## config.mk

```make
export PLATFORM = sky130hd
export DESIGN_NAME = hw3_dp_arb
export DESIGN_NICKNAME = d
export VERILOG_FILES = /design/src/rtl/hw3_dp_arb.sv
export SDC_FILE = /design/constraint.sdc
export NUM_CORES = 1
export LEC_CHECK = 0
export CORE_MARGIN = 1.5
export CORE_UTILIZATION = 52
export DETAILED_ROUTE_END_ITERATION = 10
export HOLD_SLACK_MARGIN = 0.1
export PLACE_DENSITY = 0.94
export SETUP_SLACK_MARGIN = 0.4
export SYNTH_ARGS = -nofsm -noshare
export SYNTH_HDL_FRONTEND = slang
export SYNTH_SLANG_ARGS = --single-unit
```

## constraint.sdc

```tcl
create_clock -name i_clk -period 4.3 [get_ports i_clk]
set_clock_uncertainty 0.05 [all_clocks]
set_input_delay 0.86 -clock i_clk [delete_from_list [all_inputs] [get_ports i_clk]]
set_output_delay 0.86 -clock i_clk [all_outputs]
set_load 0.02 [all_outputs]
```

## src/rtl/hw3_dp_arb.sv

```systemverilog
// ============================================================================
// hw3_dp_arb : two-requester round-robin arbiter that streams each granted
//              word MSB-first into a 1101101 detector and counts its matches.
// Revision   : 1.0
// ============================================================================
`default_nettype none

module hw3_dp_arb #(
   parameter int WIDTH = 16,
   parameter int CNT_W = 5
) (
   input  logic               i_clk,
   input  logic               i_rst,
   input  logic [1:0]         i_req,
   input  logic [2*WIDTH-1:0] i_word,
   output logic [1:0]         o_ack,
   output logic               o_busy,
   output logic               o_det_rst_n,
   output logic               o_det_data,
   input  logic               i_det_find,
   output logic               o_done,
   output logic               o_id,
   output logic [CNT_W-1:0]   o_count
);

   localparam int IDX_W = (WIDTH > 1) ? $clog2(WIDTH) : 1;
   localparam logic [IDX_W-1:0] LAST_IDX = IDX_W'(WIDTH - 1);

   typedef enum logic [1:0] {
      IDLE  = 2'd0,
      SHIFT = 2'd1,
      DRAIN = 2'd2,
      RESP  = 2'd3
   } state_t;

   state_t             state_q;
   logic               ptr_q;
   logic [WIDTH-1:0]   shreg_q;
   logic [IDX_W-1:0]   idx_q;
   logic [CNT_W-1:0]   count_q;
   logic               id_q;
   logic [1:0]         ack_q;
   logic               busy_q;
   logic               done_q;
   logic               det_rst_n_q;
   logic               det_data_q;

   logic               win_d;
   logic [WIDTH-1:0]   word_d;

   // Contested requests go to the pointer; a lone request wins outright.
   always_comb begin
      win_d = i_req[1];
      if (i_req[0] && i_req[1]) begin
         win_d = ptr_q;
      end
      word_d = win_d ? i_word[2*WIDTH-1:WIDTH] : i_word[WIDTH-1:0];
   end

   always_ff @(posedge i_clk) begin
      if (i_rst) begin
         state_q     <= IDLE;
         ptr_q       <= 1'b0;
         shreg_q     <= '0;
         idx_q       <= '0;
         count_q     <= '0;
         id_q        <= 1'b0;
         ack_q       <= 2'b00;
         busy_q      <= 1'b0;
         done_q      <= 1'b0;
         det_rst_n_q <= 1'b0;
         det_data_q  <= 1'b0;
      end else begin
         ack_q  <= 2'b00;
         done_q <= 1'b0;
         case (state_q)
            IDLE: begin
               det_rst_n_q <= 1'b0;
               det_data_q  <= 1'b0;
               if (|i_req) begin
                  ack_q       <= win_d ? 2'b10 : 2'b01;
                  ptr_q       <= ~win_d;
                  id_q        <= win_d;
                  count_q     <= '0;
                  idx_q       <= '0;
                  shreg_q     <= {word_d[WIDTH-2:0], 1'b0};
                  det_data_q  <= word_d[WIDTH-1];
                  det_rst_n_q <= 1'b1;
                  busy_q      <= 1'b1;
                  state_q     <= SHIFT;
               end
            end
            SHIFT: begin
               // At k=0 the detector has just left reset, so its find is stale.
               if (i_det_find && (idx_q != '0)) begin
                  count_q <= count_q + CNT_W'(1);
               end
               if (idx_q == LAST_IDX) begin
                  det_data_q <= 1'b0;
                  state_q    <= DRAIN;
               end else begin
                  idx_q      <= idx_q + IDX_W'(1);
                  det_data_q <= shreg_q[WIDTH-1];
                  shreg_q    <= {shreg_q[WIDTH-2:0], 1'b0};
               end
            end
            DRAIN: begin
               if (i_det_find) begin
                  count_q <= count_q + CNT_W'(1);
               end
               det_rst_n_q <= 1'b0;
               done_q      <= 1'b1;
               state_q     <= RESP;
            end
            RESP: begin
               busy_q  <= 1'b0;
               state_q <= IDLE;
            end
            default: begin
               state_q <= IDLE;
            end
         endcase
      end
   end

   assign o_ack       = ack_q;
   assign o_busy      = busy_q;
   assign o_det_rst_n = det_rst_n_q;
   assign o_det_data  = det_data_q;
   assign o_done      = done_q;
   assign o_id        = id_q;
   assign o_count     = count_q;

endmodule

`default_nettype wire

```

==> Yosys cells after proc, flatten, opt, wreduce, memory -nomap -nowiden <==
Cells that the tools add are included.
{ "totals": {"ff_bits": 35, "output_inout_bits": 12, "wordCells": 64} }
{ "classes": {"add_sub_neg": 2, "n_eq_ne": 9, "n_mux": 24, "bitwise_logic": 3, "reduce_logical": 15} }
{ "ops": {"columns": ["op", "count"], "rows": [
  ["16-bit 2-to-1 mux", 3],
  ["16-bit case mux with 2 select lines", 1],
  ["5-bit 2-to-1 mux", 3],
  ["5-bit case mux with 3 select lines", 1],
  ["2-bit inequality test, second input constant", 5],
  ["4-bit 2-to-1 mux", 2],
  ["2-bit case mux with 4 select lines", 1],
  ["4-bit case mux with 2 select lines", 1],
  ["1-bit 2-to-1 mux", 6],
  ["2-bit 2-to-1 mux", 3],
  ["1-bit case mux with 2 select lines", 3],
  ["2-bit AND reduction", 3],
  ["2-bit nonzero test", 3],
  ["5-bit by 1-bit adder with 5-bit output, second input constant", 1],
  ["4-bit by 1-bit adder with 4-bit output, second input constant", 1],
  ["2-bit == test, second input constant", 2],
  ["4-bit == test, second input constant", 1],
  ["4-bit AND reduction", 1],
  ["4-bit nonzero test", 1],
  ["1-bit NOT", 3],
  ["3-bit AND reduction", 1],
  ["3-bit nonzero test", 1],
  ["3-bit OR reduction", 1],
  ["2-bit by 1-bit == test with 1-bit output, second input constant", 1],
  ["3 further kinds", 4]
]} }

==> Depth between registers and ports, before layout <==
Gate-level depths: netlist (run 1).
{ "depth": {"depth_word": 5, "depth_mapped": 8} }

==> Least setup slack after synthesis (run 1) <==
Ideal clock, no wire load.
{ "synth_path": {"path_kind": "input-to-reg", "from": "input i_req[1]", "to": "register count_q[4], in the netlist o_count[4]", "t_arrival_ns": 2.240, "required_ns": 4.175, "slack_ns": 1.935, "stages": 5, "cell_sequence": "buf_2 nor3b_2 or4_4 or4b_1 a31oi_1"} }
{ "synth_via": {"elab_chain_cells": 3} }
{ "synth_rtl": {"columns": ["item", "line", "source"], "rows": [
  ["start: declaration", "14", "input logic [1:0] i_req,"],
  ["2-bit OR reduction", "80", "if (|i_req) begin"],
  ["2-bit inequality test (no line)", null, null],
  ["4-bit AND reduction (no line)", null, null],
  ["end signal: assignment", "96", "count_q <= count_q + CNT_W'(1);"],
  ["end signal: assignment", "109", "count_q <= count_q + CNT_W'(1);"],
  ["end: declaration", "40", "logic [CNT_W-1:0] count_q;"]
]} }
No other way between the ends.
A chain may end at the register's enable or synchronous reset.

==> Worst setup path after layout (run 1) <==
Same ends and word-level chain as after synthesis.

==> results of run 1 <==
## layer usage
metal,GRT usage (%),vias up
met5,0,-
met4,10.33,0
met3,4.969,2
met2,39.14,42
met1,24.65,793
li1,-,867
## cell families after synthesis
kind of cell             Yosys count  synth area share (%)
AO/OA/AOI/OAI                     66                 25.45
flip-flops                        34                 37.52
AND/OR/NAND/NOR                   71                 22.28
adder cells (fa/ha/maj)            8                 5.517
multiplexers                       3                 1.655
buffers and inverters             35                 7.586
## power groups by stage
stage	clock network, mW	registers, mW	logic [mW]
final	0.183	0.497	0.680
after global routing	0.202	0.514	0.754
after CTS	0.185	0.497	0.684
after detailed placement	0	0.505	0.680
after global placement	0	0.497	0.659
after floorplan	0	0.521	0.466
## layout by cell type (no fill, tap or decap), types with 2 or more instances in the layout
cell type        count
clkdlybuf4s50_1     48
dfxtp_1             34
inv_1               20
o21ai_0             19
nand2b_1            15
o211ai_1            14
a32o_1              14
nand2_1             11
nor2_1              11
nand3_1             10
a21oi_1             10
ha_1                 8
clkbuf_4             5
nor2b_1              4
mux2i_1              3
a211oi_1             3
nand3b_1             3
buf_4                3
nand4_1              2
nor3_1               2
a31oi_1              2
nor3b_1              2
nor4_1               2
## state kept, by name (all words and copies together) (netlist names)
signal / count
o_id: 1
o_ack: 2
o_busy: 1
o_det_rst_n: 1
o_det_data: 1
shreg_q: 15
ptr_q: 1
o_count: 5
state_q: 2
idx_q: 4
o_done: 1
## final cells by class
type	instances	area share, %
Timing Repair Buffer	51	21.20
Sequential cell	34	28.69
Clock inverter	1	0.2110
Clock buffer	7	2.321
Inverter	20	3.165
Tap cell	46	2.426
Multi-Input combinational cell	148	41.98
## worst max-delay path, cell delays in order
cell and delay [ps]:
clkdlybuf4s50_1 640, nor3b_2 140, or4_4 570, or4b_1 480, a31oi_1 170
## how the worst max path moves through the flow
stage	startpoint	to	slack (ps)
CTS	i_req[1]	o_count[4]	1650
global route	i_req[0]	shreg_q[1]	1540
finish	i_req[1]	o_count[4]	1660
global placement	i_req[1]	o_count[4]	1370
detailed placement	i_req[1]	o_count[4]	1290
floorplan	i_req[1]	o_count[4]	1940
## per-stage QoR
stage          setup WS [ps]  hold WS [ps]  cell area [um2]  util, %  total power [mW]
6_report                1662         415.7             2372    71.09             1.360
5_1_grt                 1536         445.5             2372    71.09             1.470
4_1_cts                 1650         418.2             2372    71.09             1.366
3_5_place_dp            1294         394.9             2312    69.29             1.184
3_3_place_gp            1369         371.5             2312    69.29             1.156
2_1_floorplan           1935         360.8             1814        -            0.9869
==> impl_metrics.json, run 1 <==
{
  "status": "complete, no violations",
  "tightestPinTransition_ps": 881.1,
  "cts_resized": 0,
  "whs_endpoint": "shreg_q[4]",
  "crit_path_end_kind": "flip-flop",
  "yosys.cell_types.count": 35,
  "multi_input_area_um2": 996.0,
  "synthCells": 217,
  "clkPwrFrac_pct": 13.5,
  "setup_viol": 0,
  "critPathArrivalTime_ps": 2850,
  "gr-total-overflow": 0,
  "synth.most_common_cell": "dfxtp_1",
  "ir_worst_vdd_mv": 0.2652,
  "grt_pass1_wl_um": 6237,
  "cts_hold_buf": 0,
  "rsz0062_at_grt": "no",
  "grt_max_degree": 28,
  "rr_startpoint": "state_q[1]",
  "intPower_mw": 0.8290,
  "clkTransAtPathRegs_ps": 110,
  "nets": 305,
  "drt_iter0_drc": 95,
  "cts_buffer_depth": 2,
  "wl_met3_um": 167,
  "fin_crit_sh_pct": 61.34,
  "wl_per_cell_um": 12.60,
  "tns_ps": 0,
  "antenna_left": 0,
  "yosys_warnings": 0,
  "period_needed_ps": 2638,
  "syn_area_um2": 1814,
  "hold_viol": 0,
  "drcViolationCount": 0,
  "cap_viol_max_count": 0,
  "synth_seq_cells": 34,
  "drive_gt1_share_pct": 6.130,
  "seqCellArea_um2": 680.7,
  "final_max_slew_viol_count": 0,
  "critPathKind": "input pin to flip-flop",
  "yosys_most_used_dff": "dfxtp_1",
  "clock.fmax_mhz": 379.1,
  "dpl.cell_count": 299,
  "cts_setup_buffers": 0,
  "dp_hpwl_um": 2896,
  "vias": 1704,
  "hold_path_class": "flip-flop to flip-flop",
  "synth-edff-count": 0,
  "met2_length_um": 1992,
  "fp.dieH_um": 62.07,
  "yosys-top-cells-count": "dfxtp_1 (34), inv_1 (20), o21ai_0 (19)",
  "ys_top_cells_by_area": "dfxtp_1 (38%), a32o_1 (7.7%), o211ai_1 (5.8%), ha_1 (5.5%), o21ai_0 (5.2%)",
  "ios": 49,
  "cts_made_buffers": 5,
  "cts_sinks": 34,
  "clk_latency_ps": 340,
  "synthArstFlopShare_pct": 0,
  "cts_tree": "built",
  "area_growth_syn_to_layout_pct": 30.76,
  "fillCellCount": 281,
  "clock_tree.root_cell": "clkbuf_4",
  "pwr-share-comb_pct": 50.0,
  "min_from": "shreg_q[4]",
  "whs_path_depth": 1,
  "ys_seq_area_share_pct": 37.52,
  "viasPerCell": 5.550,
  "grt_pass1_vias": 1530,
  "fp-row-count": 21,
  "firstDrtPassIters": 4,
  "numPortBuffers": 48,
  "synth_top_area_share_pct": 37.52,
  "final_cells": 307,
  "ff2ff_path_depth": 6,
  "path_max_fanout": 9,
  "relSlewSlack_pct": 41.26,
  "crit_required_ps": 4510,
  "die-area_um2": 3852,
  "p_leak_nw": 0.9049,
  "wl_met1_um": 1685,
  "top_layer": "met4",
  "synth_fp_nets": 262,
  "syn_avg_cell_area_um2": 8.361,
  "power_frac_seq_pct": 36.5,
  "track_usage_pct": 22.00,
  "h-tree-depth": 2,
  "die_w_um": 62.07,
  "coreArea_um2": 3337,
  "swShare_pct": 39.06,
  "totalWireLength_um": 3867,
  "reg2reg_setup_slack_ps": 1710,
  "place_congestion": 0.8551,
  "num_antenna_cells": 0,
  "start_util_pct": 54.37,
  "reg2reg_to": "o_count[4]",
  "grt_antenna_before_repair": 0,
  "yosysTopAreaCell": "dfxtp_1",
  "crit_path_start_kind": "input pin",
  "powerDensity_nw_per_um2": 573.4,
  "switching_power_mw": 0.5313
}
No activity file was read; power rests on OpenSTA's default activity.
==> inputs of run 2 (changes only) <==
--- a/config.mk
+++ b/config.mk
@@ -6,10 +6,10 @@
 export NUM_CORES = 1
 export LEC_CHECK = 0
 export CORE_MARGIN = 1.5
-export CORE_UTILIZATION = 52
+export CORE_UTILIZATION = 48
 export DETAILED_ROUTE_END_ITERATION = 10
 export HOLD_SLACK_MARGIN = 0.1
-export PLACE_DENSITY = 0.94
+export PLACE_DENSITY = 0.89
 export SETUP_SLACK_MARGIN = 0.4
 export SYNTH_ARGS = -nofsm -noshare
 export SYNTH_HDL_FRONTEND = slang
==> constraint.sdc (replaced) <==
create_clock -name i_clk -period 2.6 [get_ports i_clk]
set_clock_uncertainty 0.05 [all_clocks]
set_input_delay 0.52 -clock i_clk [delete_from_list [all_inputs] [get_ports i_clk]]
set_output_delay 0.52 -clock i_clk [all_outputs]
set_load 0.02 [all_outputs]
==> impl_metrics.json, run 2 (synthesis results as in run 1) <==
{
  "nets": 314,
  "cts_tree": "built",
  "h-tree-depth": 2,
  "track_usage_pct": 22.16,
  "critPathArrivalTime_ps": 2330,
  "whs_path_depth": 1,
  "crit_path_end_kind": "flip-flop",
  "setup_viol": 0,
  "powerDensity_nw_per_um2": 1010,
  "tns_ps": 0,
  "totalWireLength_um": 4392,
  "firstDrtPassIters": 4,
  "drt_iter0_drc": 204,
  "clock.fmax_mhz": 464.6,
  "tightestPinTransition_ps": 431.5,
  "clk_latency_ps": 290,
  "p_leak_nw": 0.9736,
  "numPortBuffers": 48,
  "reg2reg_setup_slack_ps": 460,
  "whs_endpoint": "shreg_q[10]",
  "largest_reg_flops": 15,
  "grt_max_degree": 26,
  "num_antenna_cells": 0,
  "min_from": "shreg_q[10]",
  "area_growth_syn_to_layout_pct": 38.14,
  "fp-row-count": 22,
  "start_util_pct": 49.93,
  "fp.dieH_um": 64.48,
  "viasPerCell": 5.582,
  "fin_crit_sh_pct": 82.79,
  "relSlewSlack_pct": 70.84,
  "ir_worst_vdd_mv": 0.4615,
  "ff2ff_path_depth": 6,
  "place_congestion": 0.8720,
  "top_register": "shreg_q",
  "power_mw": 2.532,
  "die_w_um": 64.48,
  "grt_pass1_wl_um": 7279,
  "status": "complete, no violations",
  "cts_made_buffers": 5,
  "crit_path_start_kind": "input pin",
  "fin_area_um2": 2506,
  "rr_startpoint": "state_q[1]",
  "fillCellCount": 302,
  "ios": 49,
  "drive_gt1_share_pct": 10.74,
  "cap_viol_max_count": 0,
  "dp_hpwl_um": 3030,
  "place_area_um2": 2375,
  "reg2reg_to": "o_count[4]",
  "grt_antenna_before_repair": 0,
  "hold_viol": 0,
  "dpl.cell_count": 309,
  "clock_tree.root_cell": "clkbuf_8",
  "hold_path_class": "flip-flop to flip-flop",
  "layout_common_cells": "clkdlybuf4s50_1 (48), dfxtp_1 (32), inv_1 (20)",
  "rsz0062_at_grt": "yes",
  "cts_hold_buf": 0,
  "crit_required_ps": 2780,
  "final_cells": 318,
  "final_max_slew_viol_count": 0,
  "drcViolationCount": 0,
  "period_needed_ps": 2153,
  "clkTransAtPathRegs_ps": 60,
  "antenna_left": 0,
  "critPathKind": "input pin to flip-flop",
  "path_max_fanout": 8,
  "cts_sinks": 34,
  "coreArea_um2": 3633,
  "final_common_cell": "clkdlybuf4s50_1",
  "gr-total-overflow": 0,
  "grt_pass1_vias": 1656,
  "vias": 1775,
  "wl_per_cell_um": 13.81,
  "cts_buffer_depth": 2,
  "die-area_um2": 4158
}
## run 2: changes by cell type in the layout (fill, tap and decap cells not counted)
cell	delta
buf_4	+8
a31oi_1	-1
clkbuf_1	-1
clkbuf_8	+4
clkbuf_4	-5
dfxtp_1	-2
a31oi_2	+1
buf_6	+1
dfxtp_4	+1
dfxtp_2	+1
clkinv_2	+1
bufinv_16	+1
## run 2: area by class of cell
class	count	area [um2]	area share (%)
Clock buffer	5	68.82	2.746
Timing Repair Buffer	60	574.3	22.92
Multi-Input combinational cell	148	1002	39.99
Clock inverter	3	40.04	1.598
Tap cell	48	60.06	2.396
Sequential cell	34	685.7	27.36
Inverter	20	75.07	2.996
## run 2: how the worst max path moves through the flow
stage,startpoint,to,depth (start not counted)
6_report,i_req[1],shreg_q[11],6
5_1_grt,i_req[1],shreg_q[1],7
4_1_cts,state_q[0],o_count[4],6
3_5_place_dp,i_req[1],o_count[4],5
3_3_place_gp,i_req[1],o_count[4],5
2_1_floorplan,state_q[1],o_count[4],7
## run 2: report_power, final
part,switching (mW),internal (mW)
clock,0.191,0.282
combinational,0.640,0.584
sequential,0.115,0.720
## run 2: metal layers
layer	global-route usage, %	share of wire (%)
met5	0	0
met4	8.777	1.7
met3	4.514	4.6
met2	38.02	49
met1	27.22	44
## run 2: critical path, stage by stage
cell and delay, ps:
clkdlybuf4s50_1 460, buf_4 190, or3b_2 530, a31oi_2 290, buf_4 210, a32o_1 120
## run 2: repair_timing
| action | 4_1_cts | 5_1_grt |
|---|---|---|
| gates cloned | 0 | 1 |
| endpoints found under the setup margin | 1 | 2 |
| hold endpoints to repair | 0 | 0 |
| setup buffers | 0 | 0 |
| gates resized for setup | 2 | 7 |
## run 2: per-stage QoR
stage          util (%)  worst slack (ps)  hold slack, ps
2_1_floorplan         -             469.3           360.8
3_3_place_gp      65.36             221.3           387.7
3_5_place_dp      65.36             172.4           396.3
4_1_cts           68.42             450.0           408.1
5_1_grt           68.97             367.2           423.6
6_report          68.97             447.5           408.6
==> inputs of run 3 (changes only) <==
--- a/config.mk
+++ b/config.mk
@@ -6,10 +6,10 @@
 export NUM_CORES = 1
 export LEC_CHECK = 0
 export CORE_MARGIN = 1.5
-export CORE_UTILIZATION = 48
+export CORE_UTILIZATION = 43
 export DETAILED_ROUTE_END_ITERATION = 10
 export HOLD_SLACK_MARGIN = 0.1
-export PLACE_DENSITY = 0.89
+export PLACE_DENSITY = 0.84
 export SETUP_SLACK_MARGIN = 0.4
 export SYNTH_ARGS = -nofsm -noshare
 export SYNTH_HDL_FRONTEND = slang
==> constraint.sdc (replaced) <==
create_clock -name i_clk -period 1.7 [get_ports i_clk]
set_clock_uncertainty 0.05 [all_clocks]
set_input_delay 0.34 -clock i_clk [delete_from_list [all_inputs] [get_ports i_clk]]
set_output_delay 0.34 -clock i_clk [all_outputs]
set_load 0.02 [all_outputs]
==> impl_metrics.json, run 3 (synthesis results as in run 1) <==
{
  "status": "finished, violations left",
  "violations": "setup timing",
  "tns_ps": -6465,
  "firstDrtPassIters": 6,
  "cap_viol_max_count": 0,
  "grt_antenna_before_repair": 0,
  "num_antenna_cells": 0,
  "antenna_left": 0,
  "grt_pass1_vias": 1935,
  "h-tree-depth": 2,
  "area_growth_syn_to_layout_pct": 66.76,
  "gr-total-overflow": 0,
  "final_common_cell": "clkdlybuf4s50_1",
  "fp-row-count": 23,
  "rsz0062_at_grt": "yes",
  "clk_latency_ps": 290,
  "final_max_slew_viol_count": 0,
  "layout_setup_ws_ps": -365.6,
  "p_leak_nw": 1.249,
  "final_cells": 356,
  "die_w_um": 67.96,
  "ir_worst_vdd_mv": 0.9447,
  "path_max_fanout": 5,
  "drt_iter0_drc": 158,
  "die-area_um2": 4618,
  "coreArea_um2": 4029,
  "fp.dieH_um": 67.96,
  "vias": 2033,
  "grt_max_degree": 26,
  "clkPwrFrac_pct": 11.4,
  "viasPerCell": 5.711,
  "layout_common_cells": "clkdlybuf4s50_1 (35), dfxtp_1 (29), buf_4 (26)",
  "cts_tree": "built",
  "numPortBuffers": 48,
  "place_congestion": 0.8033,
  "cts_buffer_depth": 2,
  "drive_gt1_share_pct": 34.97,
  "track_usage_pct": 26.63,
  "hold_viol": 0,
  "power_mw": 5.087,
  "clkTransAtPathRegs_ps": 70,
  "ios": 49,
  "pwr-share-comb_pct": 62.5,
  "totalWireLength_um": 6294,
  "place_area_um2": 2633,
  "dp_hpwl_um": 3402,
  "pre_cts_slack_ps": -521.3,
  "switching_power_mw": 2.010,
  "hold_path_class": "flip-flop to flip-flop",
  "critPathKind": "flip-flop to flip-flop",
  "dpl.cell_count": 332,
  "top_register": "shreg_q",
  "start_util_pct": 45.03,
  "crit_path_start_kind": "flip-flop",
  "largest_reg_flops": 15,
  "crit_required_ps": 1840,
  "grt_pass1_wl_um": 9073,
  "fin_area_um2": 3025,
  "critPathArrivalTime_ps": 2210,
  "setup_viol": 27,
  "clock.fmax_mhz": 484.1,
  "crit_path_end_kind": "flip-flop",
  "holdWs_ps": 410.5,
  "postLayoutCoreUtil_pct": 75.09,
  "period_needed_ps": 2066,
  "cts_sinks": 34,
  "power_frac_seq_pct": 26.1,
  "tightestPinTransition_ps": 485.1,
  "relSlewSlack_pct": 67.22,
  "powerDensity_nw_per_um2": 1682,
  "drcViolationCount": 0,
  "fillCellCount": 251,
  "cts_made_buffers": 5,
  "nets": 350,
  "swShare_pct": 39.51,
  "intPower_mw": 3.077,
  "clock_tree.root_cell": "clkbuf_8",
  "fin_crit_sh_pct": 121.5,
  "wl_per_cell_um": 17.68,
  "cts_hold_buf": 0
}
-- run 3: changes by cell type in the layout (fill, tap and decap cells not counted), moves of 4 or more --
cell	change
buf_6	+16
buf_4	+15
clkdlybuf4s50_1	-13
buf_2	+9
nand2_1	-5
a21oi_1	-4
buf_12	+4
nand2_2	+4
-- run 3: power groups by stage --
stage	clock [mW]	sequential, mW	combinational (mW)
2_1_floorplan	0	1.34	1.34
3_3_place_gp	0	1.26	2.20
3_5_place_dp	0	1.27	2.26
4_1_cts	0.583	1.29	2.68
5_1_grt	0.619	1.36	3.36
6_report	0.579	1.33	3.18
-- run 3: layout make-up --
class / instances / area, um2 / area share, %
Tap cell: 50 / 62.56 / 2.068
Timing Repair Buffer: 96 / 900.9 / 29.78
Sequential cell: 34 / 691.9 / 22.87
Inverter: 20 / 80.08 / 2.647
Clock inverter: 2 / 10.01 / 0.3309
Clock buffer: 6 / 72.57 / 2.399
Multi-Input combinational cell: 148 / 1207 / 39.91
-- run 3: what timing repair did --
item	CTS	global route
pin swaps	11	11
cloned	1	0
endpoints found under the setup margin	42	42
buffers inserted	7	8
gates resized for setup	80	31
-- run 3: final timing paths --
kind                    from          to  slack [ps]  depth (start not counted)
setup / recovery  state_q[0]    idx_q[3]        -370                          9
hold / removal    shreg_q[3]  shreg_q[3]         410                          1
setup reg to reg  state_q[0]    idx_q[3]        -370                          9
hold reg to reg   shreg_q[3]  shreg_q[3]         410                          1
-- run 3: worst max-delay path, stage by stage, from the launching register on --
cell	delay (ps)
dfxtp_4	390
inv_4	60
ha_4	160
buf_6	110
buf_6	100
buf_6	120
or3b_4	270
nand3_4	100
or3_1	350
a211oi_1	250
-- run 3: routing by layer --
layer,global-route usage (%),up-vias,wire length (um)
li1,-,966,-
met1,32.22,970,2608
met2,43.45,78,3154
met3,6.086,19,301
met4,14.75,0,229
met5,0,-,0
